File: config.mk
export PLATFORM = sky130hd
export DESIGN_NAME = vga_scanout
export DESIGN_NICKNAME = d
export VERILOG_FILES = /design/src/rtl/vga_scanout.sv
export SDC_FILE = /design/constraint.sdc
export NUM_CORES = 1
export LEC_CHECK = 0
export BUFFER_PORTS_ARGS = -buffer_cell sky130_fd_sc_hd__buf_2
export CAP_MARGIN = 20
export CORE_MARGIN = 2
export CORE_UTILIZATION = 40
export DETAILED_ROUTE_END_ITERATION = 10
export GPL_ROUTABILITY_DRIVEN = 0
export SLEW_MARGIN = 20
export SYNTH_ARGS = -nofsm -noshare
export SYNTH_HDL_FRONTEND = slang
export SYNTH_SLANG_ARGS = --single-unit
File: constraint.sdc
create_clock -name gpu_clk -period 4.3 [get_ports gpu_clk]
set_input_delay 0.43 -clock gpu_clk [delete_from_list [all_inputs] [get_ports gpu_clk]]
set_output_delay 0.43 -clock gpu_clk [all_outputs]
set_load 0.02 [all_outputs]
File: src/rtl/vga_scanout.sv
// VGA scanout: raster counters, incremental image-memory fetch and a latency-matched
// sync/pixel pipeline. The stored image sits at the top-left corner and everything else is black.
module vga_scanout #(
  parameter int H_ACTIVE  = 1024,
  parameter int H_FP      = 24,
  parameter int H_SYNC    = 136,
  parameter int H_BP      = 160,
  parameter int V_ACTIVE  = 768,
  parameter int V_FP      = 3,
  parameter int V_SYNC    = 6,
  parameter int V_BP      = 29,
  parameter int IMG_W     = 256,
  parameter int IMG_H     = 256,
  parameter int IMG_BASE0 = 0,
  parameter int IMG_BASE1 = 65536,
  parameter int ADDR_W    = 17,
  parameter int MEM_LAT   = 2
) (
  input  logic              gpu_clk,
  input  logic              reset,
  input  logic              image_select,
  output logic [ADDR_W-1:0] mem_addr,
  output logic              mem_rd_en,
  input  logic [7:0]        mem_data,
  output logic              hsync,
  output logic              vsync,
  output logic [23:0]       rgb_out,
  output logic              frame_start
);

  localparam int H_TOTAL = H_ACTIVE + H_FP + H_SYNC + H_BP;
  localparam int V_TOTAL = V_ACTIVE + V_FP + V_SYNC + V_BP;
  localparam int HW      = $clog2(H_TOTAL);
  localparam int VW      = $clog2(V_TOTAL);

  localparam logic [HW-1:0] H_LAST     = HW'(H_TOTAL - 1);
  localparam logic [HW-1:0] H_ACT      = HW'(H_ACTIVE);
  localparam logic [HW-1:0] H_IMG      = HW'(IMG_W);
  localparam logic [HW-1:0] H_SYNC_BEG = HW'(H_ACTIVE + H_FP);
  localparam logic [HW-1:0] H_SYNC_END = HW'(H_ACTIVE + H_FP + H_SYNC);
  localparam logic [VW-1:0] V_LAST     = VW'(V_TOTAL - 1);
  localparam logic [VW-1:0] V_ACT      = VW'(V_ACTIVE);
  localparam logic [VW-1:0] V_IMG      = VW'(IMG_H);
  localparam logic [VW-1:0] V_SYNC_BEG = VW'(V_ACTIVE + V_FP);
  localparam logic [VW-1:0] V_SYNC_END = VW'(V_ACTIVE + V_FP + V_SYNC);
  localparam logic [ADDR_W-1:0] BASE0  = ADDR_W'(IMG_BASE0);
  localparam logic [ADDR_W-1:0] BASE1  = ADDR_W'(IMG_BASE1);

  typedef struct packed {
    logic hs;
    logic vs;
    logic active;
    logic in_img;
    logic frame;
  } stage_t;

  localparam stage_t STAGE_IDLE = '{hs: 1'b1, vs: 1'b1, default: 1'b0};

  logic [HW-1:0]        h_cnt_q, h_cnt_d;
  logic [VW-1:0]        v_cnt_q, v_cnt_d;
  logic                 sel_meta_q, sel_meta_d;
  logic                 sel_sync_q, sel_sync_d;
  logic                 sel_q, sel_d;
  logic [ADDR_W-1:0]    ptr_q, ptr_d;
  logic [ADDR_W-1:0]    mem_addr_q, mem_addr_d;
  logic                 mem_rd_en_q, mem_rd_en_d;
  stage_t [MEM_LAT:0]   dly_q, dly_d;
  logic                 hsync_q, hsync_d;
  logic                 vsync_q, vsync_d;
  logic [23:0]          rgb_q, rgb_d;
  logic                 frame_start_q, frame_start_d;

  stage_t               st0;
  logic [ADDR_W-1:0]    cur_addr;

  always_comb begin
    // NOTE: every _d gets its default first, so no branch can leave one unassigned and infer a latch.
    h_cnt_d       = h_cnt_q + 1'b1;
    v_cnt_d       = v_cnt_q;
    sel_meta_d    = image_select;
    sel_sync_d    = sel_meta_q;
    sel_d         = sel_q;
    ptr_d         = ptr_q;
    mem_addr_d    = mem_addr_q;

    if (h_cnt_q == H_LAST) begin
      h_cnt_d = '0;
      v_cnt_d = (v_cnt_q == V_LAST) ? '0 : v_cnt_q + 1'b1;
      // Select only moves at the frame boundary, so a frame never mixes two images.
      if (v_cnt_q == V_LAST) sel_d = sel_sync_q;
    end

    st0.active = (h_cnt_q < H_ACT) && (v_cnt_q < V_ACT);
    st0.in_img = (h_cnt_q < H_IMG) && (v_cnt_q < V_IMG);
    st0.hs     = !((h_cnt_q >= H_SYNC_BEG) && (h_cnt_q < H_SYNC_END));
    st0.vs     = !((v_cnt_q >= V_SYNC_BEG) && (v_cnt_q < V_SYNC_END));
    st0.frame  = (h_cnt_q == '0) && (v_cnt_q == '0);

    // Raster-order walk of the image: reload base at (0,0), else bump per fetched pixel.
    cur_addr    = st0.frame ? (sel_q ? BASE1 : BASE0) : ptr_q;
    mem_rd_en_d = st0.in_img;
    if (st0.in_img) begin
      mem_addr_d = cur_addr;
      ptr_d      = cur_addr + 1'b1;
    end

    // Timing flags ride alongside the memory fetch so they emerge with the matching data.
    dly_d         = {dly_q[MEM_LAT-1:0], st0};
    hsync_d       = dly_q[MEM_LAT].hs;
    vsync_d       = dly_q[MEM_LAT].vs;
    frame_start_d = dly_q[MEM_LAT].frame;
    rgb_d         = (dly_q[MEM_LAT].active && dly_q[MEM_LAT].in_img) ? {3{mem_data}} : 24'h0;
  end

  // NOTE: state updates use <= so every flop samples pre-edge values regardless of statement order.
  always_ff @(posedge gpu_clk or negedge reset) begin
    if (!reset) begin
      h_cnt_q       <= '0;
      v_cnt_q       <= '0;
      sel_meta_q    <= 1'b0;
      sel_sync_q    <= 1'b0;
      sel_q         <= 1'b0;
      ptr_q         <= '0;
      mem_addr_q    <= '0;
      mem_rd_en_q   <= 1'b0;
      // NOTE: the delay line is reset too, so no stale sync pulse or pixel leaks out after reset.
      dly_q         <= {(MEM_LAT + 1){STAGE_IDLE}};
      hsync_q       <= 1'b1;
      vsync_q       <= 1'b1;
      rgb_q         <= '0;
      frame_start_q <= 1'b0;
    end else begin
      h_cnt_q       <= h_cnt_d;
      v_cnt_q       <= v_cnt_d;
      sel_meta_q    <= sel_meta_d;
      sel_sync_q    <= sel_sync_d;
      sel_q         <= sel_d;
      ptr_q         <= ptr_d;
      mem_addr_q    <= mem_addr_d;
      mem_rd_en_q   <= mem_rd_en_d;
      dly_q         <= dly_d;
      hsync_q       <= hsync_d;
      vsync_q       <= vsync_d;
      rgb_q         <= rgb_d;
      frame_start_q <= frame_start_d;
    end
  end

  assign mem_addr    = mem_addr_q;
  assign mem_rd_en   = mem_rd_en_q;
  assign hsync       = hsync_q;
  assign vsync       = vsync_q;
  assign rgb_out     = rgb_q;
  assign frame_start = frame_start_q;

endmodule
# Yosys cells after proc, flatten, opt, wreduce, memory -nomap -nowiden
# Index checks and enable logic that the tools add are counted.
[totals] input_bits=11 register_bits=100 output_inout_bits=45 word_cells=55
[classes] order_cmp=8 addsub=3 n_mux=5 eq_ne=2 n_reduce_logical=11
[op_table] op="$mux 17" count=2
[op_table] op="$mux 24" count=1
[op_table] op="$lt 11x11->1 const B" count=2
[op_table] op="$lt 10x10->1 const B" count=2
[op_table] op="$add 17x1->17 const B" count=1
[op_table] op="$add 11x1->11 const B" count=1
[op_table] op="$eq 11x11->1 const B" count=1
[op_table] op="$ge 11x11->1 const B" count=1
[op_table] op="$logic_not 11->1" count=1
[op_table] op="$lt 11x9->1 const B" count=1
[op_table] op="$mux 11" count=1
[op_table] op="$add 10x1->10 const B" count=1
[op_table] op="$eq 10x10->1 const B" count=1
[op_table] op="$ge 10x10->1 const B" count=1
[op_table] op="$logic_not 10->1" count=1
[op_table] op="$lt 10x9->1 const B" count=1
[op_table] op="$mux 10" count=1
[op_table] op="$logic_and 1x1->1" count=6
[op_table] op="$logic_not 1->1" count=2
[op_table] op="$reduce_and 2->1" count=1

# Depth between registers and ports, before layout
[logic_depth] depth_word=4 ltp_mapped=11 depth_no_buf=11

# Worst setup path before layout
# No wires, ideal clock.
[synth_path] path_kind="reg2reg" start="reg v_cnt_q[0]" end="reg ptr_q[16]" period_less_slack_ns=2.521 setup_time_ns=0.087 setup_slack_ns=1.779 t_arrival_ns=2.434 stages_incl_launch_ff=12 n_path_buf=0 required_ns=4.213 path_cell_list="dfrtp_1 inv_1 ha_1 nor4bb_1 nand4_1 nor2_1 nor2b_1 ha_1 nand3_1 or4_1 or4_1 o211ai_1"
[synth_between] elab_chain_len=4
[synth_lines] element="start: declaration" line_no="60" rtl="logic [VW-1:0] v_cnt_q, v_cnt_d;"
[synth_lines] element="start signal: assignment" line_no="134" rtl="v_cnt_q <= v_cnt_d;"
[synth_lines] element="$logic_not 10->1" line_no="97" rtl="st0.frame = (h_cnt_q == '0) && (v_cnt_q == '0);"
[synth_lines] element="$logic_and 1x1->1" line_no="97"
[synth_lines] element="$mux 17" line_no="100" rtl="cur_addr = st0.frame ? (sel_q ? BASE1 : BASE0) : ptr_q;"
[synth_lines] element="net cur_addr[1]" line_no="74" rtl="logic [ADDR_W-1:0] cur_addr;"
[synth_lines] element="$add 17x1->17" line_no="104" rtl="ptr_d = cur_addr + 1'b1;"
[synth_lines] element="end signal: assignment" line_no="138" rtl="ptr_q <= ptr_d;"
[synth_lines] element="end: declaration" line_no="64" rtl="logic [ADDR_W-1:0] ptr_q, ptr_d;"
# The timed path passes the listed nets, and every way through them passes these cells.
# A chain may end at the register's enable or synchronous reset.

# Worst setup path after layout
[layout_path] start="reg h_cnt_q[9]" end="reg ptr_q[16]"
[layout_between] elab_chain_len=4
[layout_lines] element="start: declaration" line_no="59" rtl="logic [HW-1:0] h_cnt_q, h_cnt_d;"
[layout_lines] element="start signal: assignment" line_no="133" rtl="h_cnt_q <= h_cnt_d;"
[layout_lines] element="$logic_not 11->1" line_no="97"
[layout_lines] element="$logic_and 1x1->1" line_no="97"
[layout_lines] element="$mux 17" line_no="100"
[layout_lines] element="net cur_addr[1]" line_no="74"
[layout_lines] element="$add 17x1->17" line_no="104"
# The timed path passes the listed nets, and every way through them passes these cells.

==> metrics.txt <==
CTS Buffer Depth=2; syn_area_per_cell=11.1 um^2; CP Capture Type=register; Max Fanout on Critical Path=30; run status=finished, final reports clean; TritonCTS Sinks=84; DRC viols=0; Starting Density=41.1%; Post-synth EDFFs=0; Yosys top cell area share=50.3%; Hold Path Class=primary input to asynchronous set/reset pin; CP dominant cell by count=or4_1; die area=10200 um^2; Startpoint Class=register; PortBufs=55; total gr overflow=0; first-pass GRT wire length=12300 um; Max Clock Freq=0.341 GHz; layout cells sized above 1=23.3%; Post-Syn Area=3780 um^2; min Tclk post-route=2.93 ns; drt via density=5.47; maxcap violations=0; fin util=46.1%; gr usage total=15.3%; Critical R2R Launch=h_cnt_q[9]; H-tree depth=3; cts bufs inserted=9; Critical Path Slowest Stage Cell=dfrtp_1; fraction of registers with async set/reset=100%; postcts setup bufs=0; drt pass-1 iters=4; max incr delay on CP=0.55 ns; initial antenna violation count=0; synth unique cells=50; Setup TNS=0 ns; Slew Viols, Final=0; DIE HEIGHT=101 um; crit-path cells=nor4_4 -> nand2_2 -> nor2_1 -> nor2b_1 -> ha_1 -> nand3_1 -> or4_1 -> or4_1 -> o211ai_1; Hold Violations, Final=0; CTS Root Cell=clkbuf_8; CP Class=register to register; hpwl dp=4960 um; Vias=2696; Critical Path AT=3.21 ns; antenna viol nets, final=0; n_diodes=0; largest net degree at the start of global routing=85; Clk pin slew, worst setup/hold paths=0.10 ns; Final Cycle Share=68.1%; ys flop type=dfrtp_1; WL/cell=14.9 um; Post-Synthesis Cells=341; # placed instances=477; PostCTS Resize Cnt=0; clk_skew=0.0134 ns; Slew HR=50.9%; core area=9200 um^2; CTS tree=built; Area contributors post-synth=dfrtp_1 (50%), dfstp_2 (5.6%), a22o_1 (4.4%); Finished Layout Cells=493; RR Endpoint=ptr_q[16]; yosys warns=0; # IOs=56; worst IR drop on VDD=0.170 mV; internal reg-to-reg setup slack=1.37 ns; Worst Tran Pin Value=0.736 ns; sequential fraction of the synthesis area=55.8%; final net count=395; Chip Width=101 um; area leader, netlist=dfrtp_1; r2r worst-path depth=9; synthesized flop and latch total=84; worst skew pair latency=0.35 ns; Rows=35; drt initial violations=114; routed wire length=7360 um; P&R area growth vs syn=12.0%; endpoints failing setup=0; Worst EP required=4.58 ns; vias in the first global route=2527; RSZ-0062 raised after global routing=no; Post-CTS Hold Buffers=0; Pwr Density=351 nW/um^2; Post-Syn Nets=359; Leak=1.92 nW
-- flip-flops by register name, summed over array words and instances (netlist names), 2 cells and up --
register and flops:
mem_addr 17, rgb_out 8, ptr_q 17, dly_q 2, dly_d 10, v_cnt_q 10, h_cnt_q 11
-- critical path, delay by kind of cell, from the launching register on --
| family | cells | cell delay, ns |
|---|---|---|
| flops | 1 | 0.55 |
| simple gates | 7 | 1.97 |
| fa+ha+maj | 1 | 0.24 |
| compound gates | 1 | 0.10 |
-- how the worst max path moves through the flow --
| stage | endpoint | startpoint | slack, ns |
|---|---|---|---|
| 2_1_floorplan | ptr_q[16] | v_cnt_q[0] | 1.78 |
| 5_1_grt | ptr_q[16] | h_cnt_q[10] | 1.18 |
| 3_3_place_gp | ptr_q[16] | h_cnt_q[9] | 1.55 |
| 4_1_cts | ptr_q[16] | h_cnt_q[9] | 1.40 |
| 3_5_place_dp | ptr_q[16] | h_cnt_q[9] | 1.41 |
| 6_report | ptr_q[16] | h_cnt_q[9] | 1.37 |
-- per-stage QoR --
stage | cell area, um^2 | setup slack, ns | power (W) | hold WS [ns]
2_1_floorplan | 3780 | 1.78 | 0.000842 | 0.134
3_3_place_gp | 4010 | 1.55 | 0.000862 | 0.333
3_5_place_dp | 4010 | 1.41 | 0.000862 | 0.335
4_1_cts | 4230 | 1.40 | 0.00150 | 0.170
5_1_grt | 4240 | 1.18 | 0.00154 | 0.177
6_report | 4240 | 1.37 | 0.00149 | 0.116
-- layout make-up --
| type | count | area (um^2) |
|---|---|---|
| clock inverters | 7 | 103 |
| multi-input cells | 212 | 1420 |
| repair buffers | 57 | 297 |
| well taps | 111 | 139 |
| inverters | 13 | 48.8 |
| clock buffers | 9 | 124 |
| flip-flops and latches | 84 | 2110 |
| fillers | 858 | 4960 |
-- cells in the mapped netlist (all sizes together), types with 8 or more instances --
cell and count:
a22o 19, nand2 21, inv 13, nand3 16
nor2 21, o21ai 10, or4 9, buf 25
and4 8, xnor2 8, nand4 10, dfstp 8
and3 11, dfrtp 76, a21oi 19
-- layout by cell type, fill, tap and decap left out, types with 3 or more instances in the layout --
cell type / netlist / layout
dfrtp_1: 76 / 76
buf_2: 6 / 54
nor2_1: 21 / 21
nand2_1: 20 / 20
a21oi_1: 19 / 19
a22o_1: 19 / 19
nand3_1: 16 / 16
inv_1: 13 / 13
and3_1: 11 / 11
nand4_1: 9 / 9
o21ai_0: 9 / 9
or4_1: 9 / 9
clkbuf_8: 0 / 9
xnor2_1: 8 / 8
and4_1: 8 / 8
dfstp_2: 8 / 8
o31ai_1: 7 / 7
ha_1: 7 / 7
nor3_1: 5 / 5
mux2i_1: 4 / 4
nor4_1: 3 / 3
nor2b_1: 3 / 3
and2_1: 3 / 3
xor2_1: 3 / 3
a31oi_1: 3 / 3
inv_6: 0 / 3
-- layer usage --
| layer | part of all wire (%) | global-route usage [%] | vias up |
|---|---|---|---|
| met5 | 0 | 0 | - |
| met4 | 1.9 | 6.55 | 0 |
| met3 | 4.7 | 2.83 | 12 |
| met2 | 45 | 22.8 | 78 |
| met1 | 49 | 22.1 | 1318 |
| li1 | - | - | 1288 |
-- power by group --
group	switching, W	internal (W)	total, W
Clock	0.000304	0.000337	0.000641
Combinational	0.0000349	0.0000135	0.0000484
Sequential	0.00000231	0.000794	0.000797
Total	0.000341	0.00114	0.00149
-- logic make-up after synthesis --
logic type	count (synthesis)	synth area share, %
simple gates	124	19.6
flops	84	55.8
compound gates	65	11.6
buf+inv	45	6.75
xor+xnor	11	2.55
fa+ha+maj	7	2.32
mux	5	1.36
Power figures use the tool's default switching activity.
